<file path="src/rtl/keypad_scanner.sv">
// 4x4 matrix keypad scanner: walks one active-low column at a time, samples
// the synchronised rows at the end of each column dwell, classifies each full
// sweep and debounces presses and releases over consecutive identical sweeps.
module keypad_scanner #(
  parameter int SCAN_DIV       = 100000,
  parameter int DEBOUNCE_SCANS = 4
) (
  input  logic       clk,
  input  logic       rst,
  input  logic [3:0] row,
  output logic [3:0] col,
  output logic [3:0] key_code,
  output logic       key_valid,
  output logic       key_held,
  output logic       key_release
);

  localparam int DW_W  = (SCAN_DIV > 1) ? $clog2(SCAN_DIV) : 1;
  localparam int CNT_W = $clog2(DEBOUNCE_SCANS + 1);
  localparam logic [DW_W-1:0]  DWELL_LAST = DW_W'(SCAN_DIV - 1);
  localparam logic [CNT_W-1:0] DEB_TARGET = CNT_W'(DEBOUNCE_SCANS);

  typedef enum logic [1:0] {RES_NONE, RES_SINGLE, RES_MULTI} res_e;
  typedef enum logic [1:0] {IDLE, CONFIRM, HELD, RELEASING} state_e;

  // Hex value printed on the key at row r, column c.
  function automatic logic [3:0] key_lookup(input logic [1:0] r, input logic [1:0] c);
    case ({r, c})
      4'b0000: key_lookup = 4'h1;  4'b0001: key_lookup = 4'h2;
      4'b0010: key_lookup = 4'h3;  4'b0011: key_lookup = 4'hA;
      4'b0100: key_lookup = 4'h4;  4'b0101: key_lookup = 4'h5;
      4'b0110: key_lookup = 4'h6;  4'b0111: key_lookup = 4'hB;
      4'b1000: key_lookup = 4'h7;  4'b1001: key_lookup = 4'h8;
      4'b1010: key_lookup = 4'h9;  4'b1011: key_lookup = 4'hC;
      4'b1100: key_lookup = 4'h0;  4'b1101: key_lookup = 4'hF;
      4'b1110: key_lookup = 4'hE;  default: key_lookup = 4'hD;
    endcase
  endfunction

  function automatic logic [2:0] count_low(input logic [3:0] lows);
    count_low = {2'b00, lows[0]} + {2'b00, lows[1]} + {2'b00, lows[2]} + {2'b00, lows[3]};
  endfunction

  // Only meaningful when exactly one bit is set.
  function automatic logic [1:0] low_row(input logic [3:0] lows);
    if (lows[0])      low_row = 2'd0;
    else if (lows[1]) low_row = 2'd1;
    else if (lows[2]) low_row = 2'd2;
    else              low_row = 2'd3;
  endfunction

  logic [3:0]       row_meta_q, row_meta_d, row_sync_q, row_sync_d;
  logic [DW_W-1:0]  dwell_q, dwell_d;
  logic [1:0]       col_idx_q, col_idx_d;
  logic [1:0]       acc_cnt_q, acc_cnt_d;     // 0, 1, or 2 meaning "two or more"
  logic [3:0]       acc_code_q, acc_code_d;
  res_e             res_kind_q, res_kind_d;
  logic [3:0]       res_code_q, res_code_d;
  logic             eval_q, eval_d;
  state_e           state_q, state_d;
  logic [3:0]       cand_q, cand_d;
  logic [CNT_W-1:0] stable_q, stable_d, release_cnt_q, release_cnt_d;
  logic [3:0]       key_code_q, key_code_d;
  logic             key_valid_q, key_valid_d, key_held_q, key_held_d;
  logic             key_release_q, key_release_d;

  logic [3:0] lows;
  logic [2:0] n_low, tot;
  logic [1:0] base_cnt, sat_cnt;
  logic [3:0] base_code, sweep_code;

  // Two-flop synchroniser on the asynchronous row lines.
  always_comb begin
    row_meta_d = row;
    row_sync_d = row_meta_q;
  end

  // Column dwell, per-column row sampling and sweep accumulation.
  always_comb begin
    dwell_d    = dwell_q + 1'b1;
    col_idx_d  = col_idx_q;
    acc_cnt_d  = acc_cnt_q;
    acc_code_d = acc_code_q;
    res_kind_d = res_kind_q;
    res_code_d = res_code_q;
    eval_d     = 1'b0;
    lows       = ~row_sync_q;
    n_low      = count_low(lows);
    base_cnt   = (col_idx_q == 2'd0) ? 2'd0 : acc_cnt_q;
    base_code  = (col_idx_q == 2'd0) ? 4'h0 : acc_code_q;
    tot        = {1'b0, base_cnt} + n_low;
    sat_cnt    = (tot >= 3'd2) ? 2'd2 : tot[1:0];
    sweep_code = (base_cnt == 2'd0 && n_low == 3'd1) ? key_lookup(low_row(lows), col_idx_q)
                                                     : base_code;
    if (dwell_q == DWELL_LAST) begin
      dwell_d    = '0;
      col_idx_d  = col_idx_q + 2'd1;
      acc_cnt_d  = sat_cnt;
      acc_code_d = sweep_code;
      if (col_idx_q == 2'd3) begin
        eval_d     = 1'b1;
        res_code_d = sweep_code;
        case (sat_cnt)
          2'd0:    res_kind_d = RES_NONE;
          2'd1:    res_kind_d = RES_SINGLE;
          default: res_kind_d = RES_MULTI;
        endcase
      end
    end
  end

  // Debounce state machine, acting once per completed sweep.
  always_comb begin
    state_d       = state_q;
    cand_d        = cand_q;
    stable_d      = stable_q;
    release_cnt_d = release_cnt_q;
    key_code_d    = key_code_q;
    key_held_d    = key_held_q;
    key_valid_d   = 1'b0;
    key_release_d = 1'b0;
    if (eval_q) begin
      case (state_q)
        IDLE: begin
          if (res_kind_q == RES_SINGLE) begin
            cand_d   = res_code_q;
            stable_d = CNT_W'(1);
            state_d  = CONFIRM;
          end
        end
        CONFIRM: begin
          if (res_kind_q == RES_SINGLE) begin
            if (res_code_q == cand_q) begin
              stable_d = stable_q + 1'b1;
            end else begin
              cand_d   = res_code_q;
              stable_d = CNT_W'(1);
            end
          end else begin
            stable_d = '0;
            state_d  = IDLE;
          end
        end
        HELD: begin
          if (res_kind_q == RES_NONE) begin
            release_cnt_d = CNT_W'(1);
            state_d       = RELEASING;
          end
        end
        default: begin
          if (res_kind_q == RES_NONE) begin
            release_cnt_d = release_cnt_q + 1'b1;
          end else begin
            release_cnt_d = '0;
            state_d       = HELD;
          end
        end
      endcase
      // Confirmation and release complete on the same sweep that reaches the target.
      if (state_d == CONFIRM && stable_d == DEB_TARGET) begin
        key_code_d  = cand_d;
        key_valid_d = 1'b1;
        key_held_d  = 1'b1;
        stable_d    = '0;
        state_d     = HELD;
      end else if (state_d == RELEASING && release_cnt_d == DEB_TARGET) begin
        key_release_d = 1'b1;
        key_held_d    = 1'b0;
        release_cnt_d = '0;
        state_d       = IDLE;
      end
    end
  end

  // Scan and synchroniser registers.
  always_ff @(posedge clk or negedge rst) begin
    if (!rst) begin
      row_meta_q <= 4'hF;
      row_sync_q <= 4'hF;
      dwell_q    <= '0;
      col_idx_q  <= 2'd0;
      acc_cnt_q  <= 2'd0;
      acc_code_q <= 4'h0;
      res_kind_q <= RES_NONE;
      res_code_q <= 4'h0;
      eval_q     <= 1'b0;
    end else begin
      row_meta_q <= row_meta_d;
      row_sync_q <= row_sync_d;
      dwell_q    <= dwell_d;
      col_idx_q  <= col_idx_d;
      acc_cnt_q  <= acc_cnt_d;
      acc_code_q <= acc_code_d;
      res_kind_q <= res_kind_d;
      res_code_q <= res_code_d;
      eval_q     <= eval_d;
    end
  end

  // FSM state and registered key outputs.
  always_ff @(posedge clk or negedge rst) begin
    if (!rst) begin
      state_q       <= IDLE;
      cand_q        <= 4'h0;
      stable_q      <= '0;
      release_cnt_q <= '0;
      key_code_q    <= 4'h0;
      key_valid_q   <= 1'b0;
      key_held_q    <= 1'b0;
      key_release_q <= 1'b0;
    end else begin
      state_q       <= state_d;
      cand_q        <= cand_d;
      stable_q      <= stable_d;
      release_cnt_q <= release_cnt_d;
      key_code_q    <= key_code_d;
      key_valid_q   <= key_valid_d;
      key_held_q    <= key_held_d;
      key_release_q <= key_release_d;
    end
  end

  // One-cold column drive decoded from the column index register.
  always_comb begin
    case (col_idx_q)
      2'd0:    col = 4'b1110;
      2'd1:    col = 4'b1101;
      2'd2:    col = 4'b1011;
      default: col = 4'b0111;
    endcase
  end

  assign key_code    = key_code_q;
  assign key_valid   = key_valid_q;
  assign key_held    = key_held_q;
  assign key_release = key_release_q;

endmodule
</file>
<file path="config.mk">
export PLATFORM = sky130hd
export DESIGN_NAME = keypad_scanner
export DESIGN_NICKNAME = d
export VERILOG_FILES = /design/src/rtl/keypad_scanner.sv
export SDC_FILE = /design/constraint.sdc
export NUM_CORES = 1
export LEC_CHECK = 0
export BUFFER_PORTS_ARGS = -buffer_cell sky130_fd_sc_hd__clkbuf_2
export CORE_ASPECT_RATIO = 1.75
export CORE_MARGIN = 5
export CORE_UTILIZATION = 59
export CTS_BUF_LIST = sky130_fd_sc_hd__clkbuf_8
export CTS_CLUSTER_DIAMETER = 50
export DETAILED_ROUTE_END_ITERATION = 8
export GPL_TIMING_DRIVEN = 0
export PLACE_DENSITY = 0.83
export SYNTH_ARGS = -nofsm -noshare
export SYNTH_HDL_FRONTEND = slang
export SYNTH_SLANG_ARGS = --single-unit
</file>
<file path="constraint.sdc">
create_clock -name clk -period 5.3 [get_ports clk]
set_input_delay 1.06 -clock clk [delete_from_list [all_inputs] [get_ports clk]]
set_output_delay 1.06 -clock clk [all_outputs]
set_load 0.02 [all_outputs]
</file>
==> out/results.ini, run 1 <==
[outcome]
status = finished, final reports clean

[cts]
ctsResizeCount = 0
cts.sinks = 59
clock_path_buffers = 2
ctsHoldBuffers = 0
post_cts.repair.setup_buffers = 0
numCtsBuffers = 9
cts_htree_levels = 3
clk_latency_ps = 330
cts_tree = yes
root_buffer = clkbuf_8
clkTransAtPathRegs_ps = 60

[global_route]
grt_pass1_wl_um = 9730
grt_pass1_vias = 2202
grt_max_degree = 60
track_usage_pct = 18.3
grt_overflow_total = 0
antenna_found_initial = 0

[synth]
ys_ff_latch = 59
synthesis.area_sq_um = 2990
ys_top_cells_by_area = dfrtp_1 43%, dfstp_2 7.0%, mux2_2 6.0%
yosys_warnings = 0
synth_top_area_cell = dfrtp_1
synth_edf_count = 0
post_synth.cell_area_avg_sq_um = 11.0
async_flop_share_pct = 100
synth.top_cell.area_share_pct = 42.6
ys_seq_area_share_pct = 49.7
syn-instance-count = 273
synthFlopType = dfrtp_1
syn_nets = 294
ys_types = 50

[floorplan]
boundaryPins = 17
die_w_um = 63.8
row_count = 34
initial_core_util_pct = 60.6
coreArea_sq_um = 4930
dieArea_sq_um = 6650
die_h_um = 104

[pwr]
clock_power_share_pct = 49.1
switching_power_uw = 196
pwr-share-seq_pct = 47.4
cellPowerDensity_nw_per_um2 = 285
p_int_uw = 769
p_leak_uw = 0.00161
worst_ir_drop_vdd_uv = 288
comb_power_share_pct = 3.5
netSwitchingFraction_pct = 20.3

[setup_path]
worstPathMaxFanout = 8
cp.arrival_ps = 3110
required_ps = 5520
start_kind = flip-flop
critical_path_class = flip-flop to flip-flop
endpoint_kind = flip-flop

[sta]
tightest_slew_ps = 781
final_hold_viol_count = 0
fin_crit_sh_pct = 54.6
slew_headroom_pct = 47.9
tns_ps = 0
finClkSkew_ps = 10.6
drv_slew = 0
fmax_mhz = 345
finalCriticalPeriod_ps = 2890
rsz0062_at_grt = no
finalSetupViolCount = 0

[detailed_routing]
wl_per_cell_um = 15.0
drc = 0
first_pass_iters = 5
vias_per_cell = 5.80
drt_iter0_drc = 94
ant_nets = 0
routed_wl_um = 5400
vias = 2083

[layout]
multi_input_area_sq_um = 1410
register_area_sq_um = 1490
fill_cells = 360
final_area_sq_um = 3380
antenna_cells = 0
nets = 321
area_growth_pct = 13.0
drive_gt1_share_pct = 22.6

[place]
dp.final_hpwl_um = 3720
place.gp.congestion = 0.865
placement.io_buffers = 16
place_area_sq_um = 3140

[min_path]
hold_class = flip-flop to flip-flop

[run]
drv_cap = 0

## routing by layer
metal / share of wire (%) / routed length (um) / track usage, % / up-vias
met5: 0 / 0 / 0 / -
met4: 2.5 / 136 / 8.92 / 0
met3: 3.3 / 178 / 4.65 / 12
met2: 54 / 2940 / 30.6 / 34
met1: 40 / 2150 / 21.2 / 1024
li1: - / - / - / 1013
## through the flow
| step | worst slack (ps) | instances | power [uW] | hold slack (ps) | util (%) |
|---|---|---|---|---|---|
| after detailed placement | 2420 | 343 | 500 | 347 | 63.7 |
| final | 2410 | 359 | 965 | 355 | 68.5 |
| after global routing | 2190 | 359 | 1000 | 363 | 68.5 |
| after CTS | 2410 | 359 | 975 | 356 | 68.5 |
| after global placement | 2440 | 343 | 499 | 346 | 63.6 |
| after floorplan | 2690 | 273 | 483 | 345 | - |
## cells in the final DEF, fill, tap and decap left out, types with 3 or more instances in the layout
cell type	instances
a21o_1	5
a21oi_1	6
a22o_1	3
a31oi_1	4
and2_1	3
and3_1	3
clkbuf_2	16
clkbuf_8	12
dfrtp_1	51
dfstp_2	8
ha_1	13
inv_1	20
mux2_2	16
nand2_1	17
nand2b_1	5
nand3_1	7
nand4_1	6
nor2_1	12
nor2b_1	7
nor3_1	7
o21ai_0	21
xnor2_1	15
xor2_1	7
## final timing paths
| path | from | to | slack, ps | depth (start not counted) |
|---|---|---|---|---|
| hold reg to reg | row_meta_q[0] | row_sync_q[0] | 350 | 0 |
| max in group asynchronous | rst | acc_code_q[1] | 3960 | 1 |
| min in group asynchronous | rst | acc_cnt_q[1] | 840 | 1 |
| setup / recovery | row_sync_q[0] | acc_code_q[2] | 2410 | 8 |
| setup reg to reg | row_sync_q[0] | acc_code_q[2] | 2410 | 8 |
| hold / removal | row_meta_q[0] | row_sync_q[0] | 350 | 0 |
## synth_stat cells, types with 2 or more instances
cell type and n:
nand2_1 17, dfrtp_1 51, clkbuf_1 2, xnor2_1 15, a211oi_1 2, nand2b_1 5, xor2_1 7, inv_1 19
a21o_1 5, ha_1 13, a22o_1 3, nand4_1 6, and4_1 2, dfstp_2 8, and2_1 3, mux2_2 16
a21oi_1 6, buf_2 2, nor3_1 7, nand3_1 7, or3_1 2, fa_1 2, nor4b_1 2, and4bb_2 2
o21ai_0 21, nor2_1 12, nor2b_1 7, nand3_2 2, and3_1 3, a31oi_1 4
## flip-flops by register name, summed over array words and instances (netlist names), 2 cells and up
name,flops
key_code,4
state_q,2
res_kind_q,2
cand_q,4
release_cnt_q,3
acc_code_q,4
acc_cnt_q,2
res_code_q,4
row_meta_q,4
row_sync_q,4
dwell_q,17
stable_q,3
col_idx_q,2
## area by class of cell
| class | count | area share [%] |
|---|---|---|
| inverters | 19 | 2.11 |
| flip-flops and latches | 59 | 44.0 |
| well taps | 54 | 2.00 |
| plain buffers | 6 | 0.888 |
| multi-input cells | 189 | 41.6 |
| clock inverters | 4 | 2.15 |
| clock buffers | 12 | 4.89 |
| repair buffers | 16 | 2.44 |
## logic make-up (layout without fill, tap and decap cells)
| logic type | Yosys count | in the layout | synth area share [%] |
|---|---|---|---|
| buffers and inverters | 25 | 57 | 3.39 |
| and+or+nand+nor | 87 | 87 | 17.5 |
| adders and majority gates | 15 | 15 | 6.77 |
| muxes | 16 | 16 | 6.02 |
| AOI/OAI and AO/OA | 49 | 49 | 10.2 |
| xor gates and xnor gates | 22 | 22 | 6.44 |
| DFF | 59 | 59 | 49.7 |
## critical path, cell delays in order, from the launching register on
cell and delay (ps):
dfstp_2 600, inv_1 80, fa_1 480, ha_1 190
ha_1 310, nor3b_1 420, and2_1 280, a31oi_1 150
mux2_2 280
## power groups by stage
stage	Clock (uW)	Sequential, uW	Combinational, uW
after floorplan	0	465	17.8
after global placement	0	466	33.1
after detailed placement	0	466	34.3
after CTS	483	458	34.8
after global routing	508	458	38.9
final	473	458	33.6
Note: power is estimated with default switching activity, not from simulation.
==> run 2, diff against run 1 <==
--- a/config.mk
+++ b/config.mk
@@ -8,12 +8,12 @@
 export BUFFER_PORTS_ARGS = -buffer_cell sky130_fd_sc_hd__clkbuf_2
 export CORE_ASPECT_RATIO = 1.75
 export CORE_MARGIN = 5
-export CORE_UTILIZATION = 59
+export CORE_UTILIZATION = 57
 export CTS_BUF_LIST = sky130_fd_sc_hd__clkbuf_8
 export CTS_CLUSTER_DIAMETER = 50
 export DETAILED_ROUTE_END_ITERATION = 8
 export GPL_TIMING_DRIVEN = 0
-export PLACE_DENSITY = 0.83
+export PLACE_DENSITY = 0.84
 export SYNTH_ARGS = -nofsm -noshare
 export SYNTH_HDL_FRONTEND = slang
 export SYNTH_SLANG_ARGS = --single-unit
==> constraint.sdc (replaced) <==
create_clock -name clk -period 2.4 [get_ports clk]
set_input_delay 0.48 -clock clk [delete_from_list [all_inputs] [get_ports clk]]
set_output_delay 0.48 -clock clk [all_outputs]
set_load 0.02 [all_outputs]
==> out/results.ini, run 2 (synthesis results as in run 1) <==
[min_path]
hold_depth = 1  ; +1
hold_path_startpoint = row[1]
holdPathEnd = row_meta_q[1]
hold_class = input port to flip-flop

[cts]
cts_htree_levels = 3  ; unchanged
clk_latency_ps = 340  ; about the same
cts_tree = yes
clock_path_buffers = 2  ; unchanged
cts.sinks = 59  ; unchanged
numCtsBuffers = 9  ; unchanged
root_buffer = clkbuf_8
clkTransAtPathRegs_ps = 60  ; about the same

[floorplan]
die_h_um = 106  ; +1.6%
boundaryPins = 17  ; unchanged
row_count = 35  ; +2.9%
dieArea_sq_um = 6860  ; +3.1%
initial_core_util_pct = 57.9  ; -2.7 points
die_w_um = 64.8  ; +1.5%
coreArea_sq_um = 5170  ; +4.7%

[global_route]
track_usage_pct = 18.4  ; +0.12 points
grt_pass1_vias = 2217  ; +0.68%
grt_max_degree = 60  ; unchanged
grt_pass1_wl_um = 9740  ; about the same
grt_overflow_total = 0  ; unchanged
antenna_found_initial = 0  ; unchanged

[setup_path]
crit_top_cell = ha_4
r2r-start = row_sync_q[3]
worstPathMaxFanout = 3  ; -5
start_kind = flip-flop
worstPathCellList = inv_2 -> fa_1 -> ha_4 -> ha_4 -> fa_2 -> xor2_2 -> nor2_4 -> nand2_2 -> o21ai_1
required_ps = 2660  ; -2860 ps
critical_path_class = flip-flop to flip-flop
max_stage_delay_ps = 600  ; about the same
endpoint_kind = flip-flop
critPathBufInv = 1  ; unchanged
cp.arrival_ps = 2760  ; -350 ps
path_delay_family = adder cells
worstReg2RegEnd = res_kind_q[0]
worst-r2r-cell-count = 9  ; +1
rrSetupSlack_ps = -90  ; -2500 ps
critPathSlowestCell = fa_1

[detailed_routing]
drc = 0  ; unchanged
routed_wl_um = 5590  ; +3.5%
ant_nets = 0  ; unchanged
first_pass_iters = 5  ; unchanged
wl_per_cell_um = 15.4  ; +2.4%
drt_iter0_drc = 117  ; +24%
vias_per_cell = 5.95  ; +2.6%
vias = 2160  ; +3.7%

[layout]
final_area_sq_um = 3490  ; +3.2%
layout_common_cells = 51 x dfrtp_1, 20 x inv_1, 16 x nand2_1, 16 x clkbuf_2, 15 x xnor2_1
layout_commonest_cell = dfrtp_1
regMostFlops = dwell_q
largest_register_ffs = 17  ; unchanged
area_growth_pct = 16.6
instances_no_fill = 363  ; +1.1%
fill_cells = 395  ; +9.7%
antenna_cells = 0  ; unchanged
register_area_sq_um = 1490  ; unchanged
drive_gt1_share_pct = 28.2  ; +5.6 points
nets = 324  ; +0.93%
final_util_pct = 67.5  ; -1.0 points
multi_input_area_sq_um = 1530  ; +8.5%

[pwr]
p_leak_uw = 0.00163  ; +0.67%
worst_ir_drop_vdd_uv = 413  ; +43%
cellPowerDensity_nw_per_um2 = 584  ; +100%

[sta]
setup_ws_ps = -92.8  ; -2500 ps
finalCriticalPeriod_ps = 2490  ; -402 ps
rsz0062_at_grt = yes
drv_slew = 0  ; unchanged
fmax_mhz = 401  ; +16%
tightest_slew_ps = 774  ; -7.19 ps
finalSetupViolCount = 7  ; +7
finClkSkew_ps = 6.62  ; -3.97 ps
slew_headroom_pct = 48.4  ; +0.48 points
fin_crit_sh_pct = 104  ; +49 points
final_hold_viol_count = 0  ; unchanged

[outcome]
violations = setup timing
status = finished with violations

[place]
place.gp.congestion = 0.789  ; -8.9%
dp.final_hpwl_um = 3890  ; +4.6%
dp.cells = 344  ; +0.29%
placement.io_buffers = 16  ; unchanged
place_area_sq_um = 3190  ; +1.6%
place_ws_ps = -244  ; -2660 ps

[run]
drv_cap = 0  ; unchanged

## run 2: cell count changes in the layout (fill, tap and decap cells not counted), moves of 2 or more
cell	previous run	this run
a21oi_2	1	3
a21oi_1	6	4
mux2_4	0	2
inv_2	0	2
buf_4	1	3
o21ai_0	21	14
ha_1	13	10
a31oi_1	4	2
a211oi_1	2	0
o21ai_1	0	7
mux2_2	16	14
a211oi_2	0	2
ha_4	0	3
## run 2: through the flow
step	setup TNS (ps)	hold WS (ps)	total power, uW
6_report	-344	227	2040
5_1_grt	-914	208	2130
4_1_cts	-224	212	2040
3_5_place_dp	-1480	350	1130
3_3_place_gp	-724	345	1120
2_1_floorplan	0	184	1090
## run 2: how the worst max path moves through the flow
stage                        from             to  slack (ps)  cells after the start
finish              row_sync_q[3]  res_kind_q[0]         -90                      9
detailed placement  row_sync_q[0]   acc_cnt_q[0]        -240                      9
floorplan           row_sync_q[0]  res_code_q[1]          10                      8
CTS                 row_sync_q[0]  res_kind_q[0]         -70                      9
global placement    row_sync_q[0]   acc_cnt_q[0]        -150                      9
global route        row_sync_q[3]  res_kind_q[0]        -150                      9
## run 2: timing repair
action | in CTS | in global routing
hold buffers | 0 | 0
cloned | 0 | 0
setup endpoints to repair | 11 | 11
resized for setup | 10 | 12
pin swaps | 4 | 4
setup buffers | 2 | 1
## run 2: area by class of cell
cell class                 instances  area share, %
multi-input combinational        189           43.7
sequential                        59           42.6
clock buffer                      11           4.34
timing repair buffer              19           3.12
inverter                          19           2.04
tap                               55           1.97
clock inverter                     5           1.33
buffer                             6          0.861
## run 2: layer usage
metal | track usage, % | wire length (um) | vias to the layer above
met5 | 0 | 0 | -
met3 | 4.90 | 202 | 19
met1 | 19.3 | 2170 | 1068
met2 | 32.4 | 3030 | 48
li1 | - | - | 1025
met4 | 10.3 | 189 | 0
## run 2: report_power, final
group / switching [uW] / leakage (uW) / internal, uW / total [uW]
clock: 362 / 0.000113 / 523 / 885
combinational: 78.0 / 0.000730 / 64.9 / 143
sequential: 2.95 / 0.000783 / 1010 / 1010
## run 2: worst register-to-register path, cell delays in order, from the launching register on
cell and delay, ps:
dfstp_2 520, inv_2 30, fa_1 600, ha_4 160, ha_4 210, fa_2 380, xor2_2 200, nor2_4 120
nand2_2 80, o21ai_1 120
==> run 3, diff against run 2 <==
--- a/config.mk
+++ b/config.mk
@@ -6,13 +6,14 @@
 export NUM_CORES = 1
 export LEC_CHECK = 0
 export BUFFER_PORTS_ARGS = -buffer_cell sky130_fd_sc_hd__clkbuf_2
+export CAP_MARGIN = 20
 export CORE_ASPECT_RATIO = 1.75
 export CORE_MARGIN = 5
 export CORE_UTILIZATION = 57
 export CTS_BUF_LIST = sky130_fd_sc_hd__clkbuf_8
 export CTS_CLUSTER_DIAMETER = 50
 export DETAILED_ROUTE_END_ITERATION = 8
-export GPL_TIMING_DRIVEN = 0
+export GPL_TIMING_DRIVEN = 1
 export PLACE_DENSITY = 0.84
 export SYNTH_ARGS = -nofsm -noshare
 export SYNTH_HDL_FRONTEND = slang
==> out/results.ini, run 3 (synthesis results as in run 1) <==
[floorplan]
die_w_um = 64.8  ; unchanged
boundaryPins = 17  ; unchanged
die_h_um = 106  ; unchanged
dieArea_sq_um = 6860  ; unchanged
coreArea_sq_um = 5170  ; unchanged
row_count = 35  ; unchanged
initial_core_util_pct = 57.9  ; unchanged

[sta]
finalCriticalPeriod_ps = 2440  ; -56.3 ps
finalSetupViolCount = 4  ; -3
fmax_mhz = 410  ; +2.3%
final_hold_viol_count = 0  ; unchanged
finClkSkew_ps = 6.68  ; +0.0610 ps
drv_slew = 0  ; unchanged
fin_crit_sh_pct = 102  ; -2.3 points
setup_ws_ps = -36.5  ; +56.3 ps
tns_ps = -81.8  ; +262 ps
slew_headroom_pct = 61.8  ; +13 points
rsz0062_at_grt = yes
tightest_slew_ps = 572  ; -202 ps

[detailed_routing]
drt_iter0_drc = 88  ; -25%
first_pass_iters = 4  ; -1
ant_nets = 0  ; unchanged
drc = 0  ; unchanged
vias_per_cell = 5.83  ; -2.0%
vias = 2093  ; -3.1%
wl_per_cell_um = 15.3  ; -0.46%
routed_wl_um = 5510  ; -1.6%

[cts]
clk_latency_ps = 330  ; about the same
cts_htree_levels = 3  ; unchanged
root_buffer = clkbuf_8
cts.sinks = 59  ; unchanged
cts_tree = yes
post_cts.repair.setup_buffers = 0  ; -2
numCtsBuffers = 9  ; unchanged
clkTransAtPathRegs_ps = 70  ; about the same
clock_path_buffers = 2  ; unchanged

[pwr]
p_leak_uw = 0.00161  ; -0.74%
switching_power_uw = 443  ; about the same
cellPowerDensity_nw_per_um2 = 606  ; +3.8%
comb_power_share_pct = 6.0  ; -1.0 points
netSwitchingFraction_pct = 21.0  ; -0.74 points
pwr-share-seq_pct = 47.8  ; -1.8 points
clock_power_share_pct = 46.2  ; +2.8 points
worst_ir_drop_vdd_uv = 432  ; +4.6%
p_int_uw = 1670  ; +4.5%
p_total_uw = 2110  ; +3.6%

[place]
place_ws_ps = -75.4  ; +169 ps
placement.io_buffers = 16  ; unchanged
dp.cells = 344  ; unchanged
place.gp.congestion = 0.860  ; +9.0%
dp.final_hpwl_um = 3940  ; +1.2%

[layout]
area_growth_pct = 16.3
regMostFlops = dwell_q
instances_no_fill = 359  ; -1.1%
nets = 321  ; -0.93%
final_util_pct = 67.4  ; -0.15 points
layout_commonest_cell = dfrtp_1
drive_gt1_share_pct = 27.6  ; -0.62 points
largest_register_ffs = 17  ; unchanged
antenna_cells = 0  ; unchanged
layout_common_cells = 51 x dfrtp_1, 17 x nand2_1, 17 x o21ai_0

[setup_path]
start_kind = flip-flop
worstPathCellList = inv_2 -> fa_1 -> ha_4 -> ha_4 -> fa_2 -> xor2_1 -> nor2_1 -> nand2_1 -> o21ai_1
worstPathMaxFanout = 3  ; unchanged
worstReg2RegEnd = acc_cnt_q[0]
critPathSlowestCell = dfstp_2
critPathBufInv = 1  ; unchanged
crit_start = row_sync_q[3]
r2r-start = row_sync_q[3]
cp.arrival_ps = 2690  ; -70 ps
endpoint_kind = flip-flop
crit_top_cell = ha_4
max_stage_delay_ps = 520  ; -80 ps
rrSetupSlack_ps = -40  ; +60 ps
required_ps = 2660  ; about the same
worst-r2r-cell-count = 9  ; unchanged
path_delay_family = adder cells
critical_path_class = flip-flop to flip-flop

[min_path]
hold_class = input port to asynchronous set/reset pin

[outcome]
violations = setup timing
status = finished with violations

[global_route]
grt_overflow_total = 0  ; unchanged
track_usage_pct = 18.3  ; -0.12 points
antenna_found_initial = 0  ; unchanged
grt_max_degree = 39  ; -35%
grt_pass1_wl_um = 9800  ; +0.71%
grt_pass1_vias = 2155  ; -2.8%

[run]
drv_cap = 0  ; unchanged

-- run 3: final cells by class --
cell class	instances	area, sq um
Clock buffer	10	138
Clock inverter	5	77.6
Multi-Input combinational cell	189	1500
Sequential cell	59	1490
Timing Repair Buffer	22	141
Inverter	19	71.3
Fill cell	382	1690
Tap cell	55	68.8
-- run 3: how the worst max path moves through the flow --
stage                    end  cells after the start
3_5_place_dp    acc_cnt_q[0]                      9
6_report        acc_cnt_q[0]                      9
5_1_grt        res_kind_q[0]                      9
4_1_cts        res_kind_q[0]                      9
2_1_floorplan  res_code_q[1]                      8
3_3_place_gp   res_code_q[1]                      8
-- run 3: power by group through the flow --
stage               Sequential (uW)  Clock, uW  Combinational, uW
floorplan                      1030          0               58.0
global placement               1030          0                103
detailed placement             1030          0                105
CTS                            1010        996                122
global route                   1010       1040                140
finish                         1010        975                126
-- run 3: repair_timing --
| item | CTS | global route |
|---|---|---|
| pin swaps | 2 | 5 |
| hold buffers | 0 | 0 |
| resized for setup | 7 | 7 |
| gates cloned | 0 | 0 |
| endpoints found under the setup margin | 8 | 12 |
-- run 3: through the flow --
step                      hold slack [ps]  cell area (sq um)
final                                 140               3480
after global routing                  172               3480
after CTS                             142               3460
after detailed placement              347               3220
after global placement                346               3220
after floorplan                       184               3040
-- run 3: per-layer routing --
| metal | up-vias | GRT usage (%) | wire (um) |
|---|---|---|---|
| met3 | 13 | 4.69 | 170 |
| met5 | - | 0 | 0 |
| met4 | 0 | 8.77 | 121 |
| li1 | 1010 | - | - |
| met2 | 45 | 31.8 | 3060 |
| met1 | 1025 | 20.3 | 2150 |
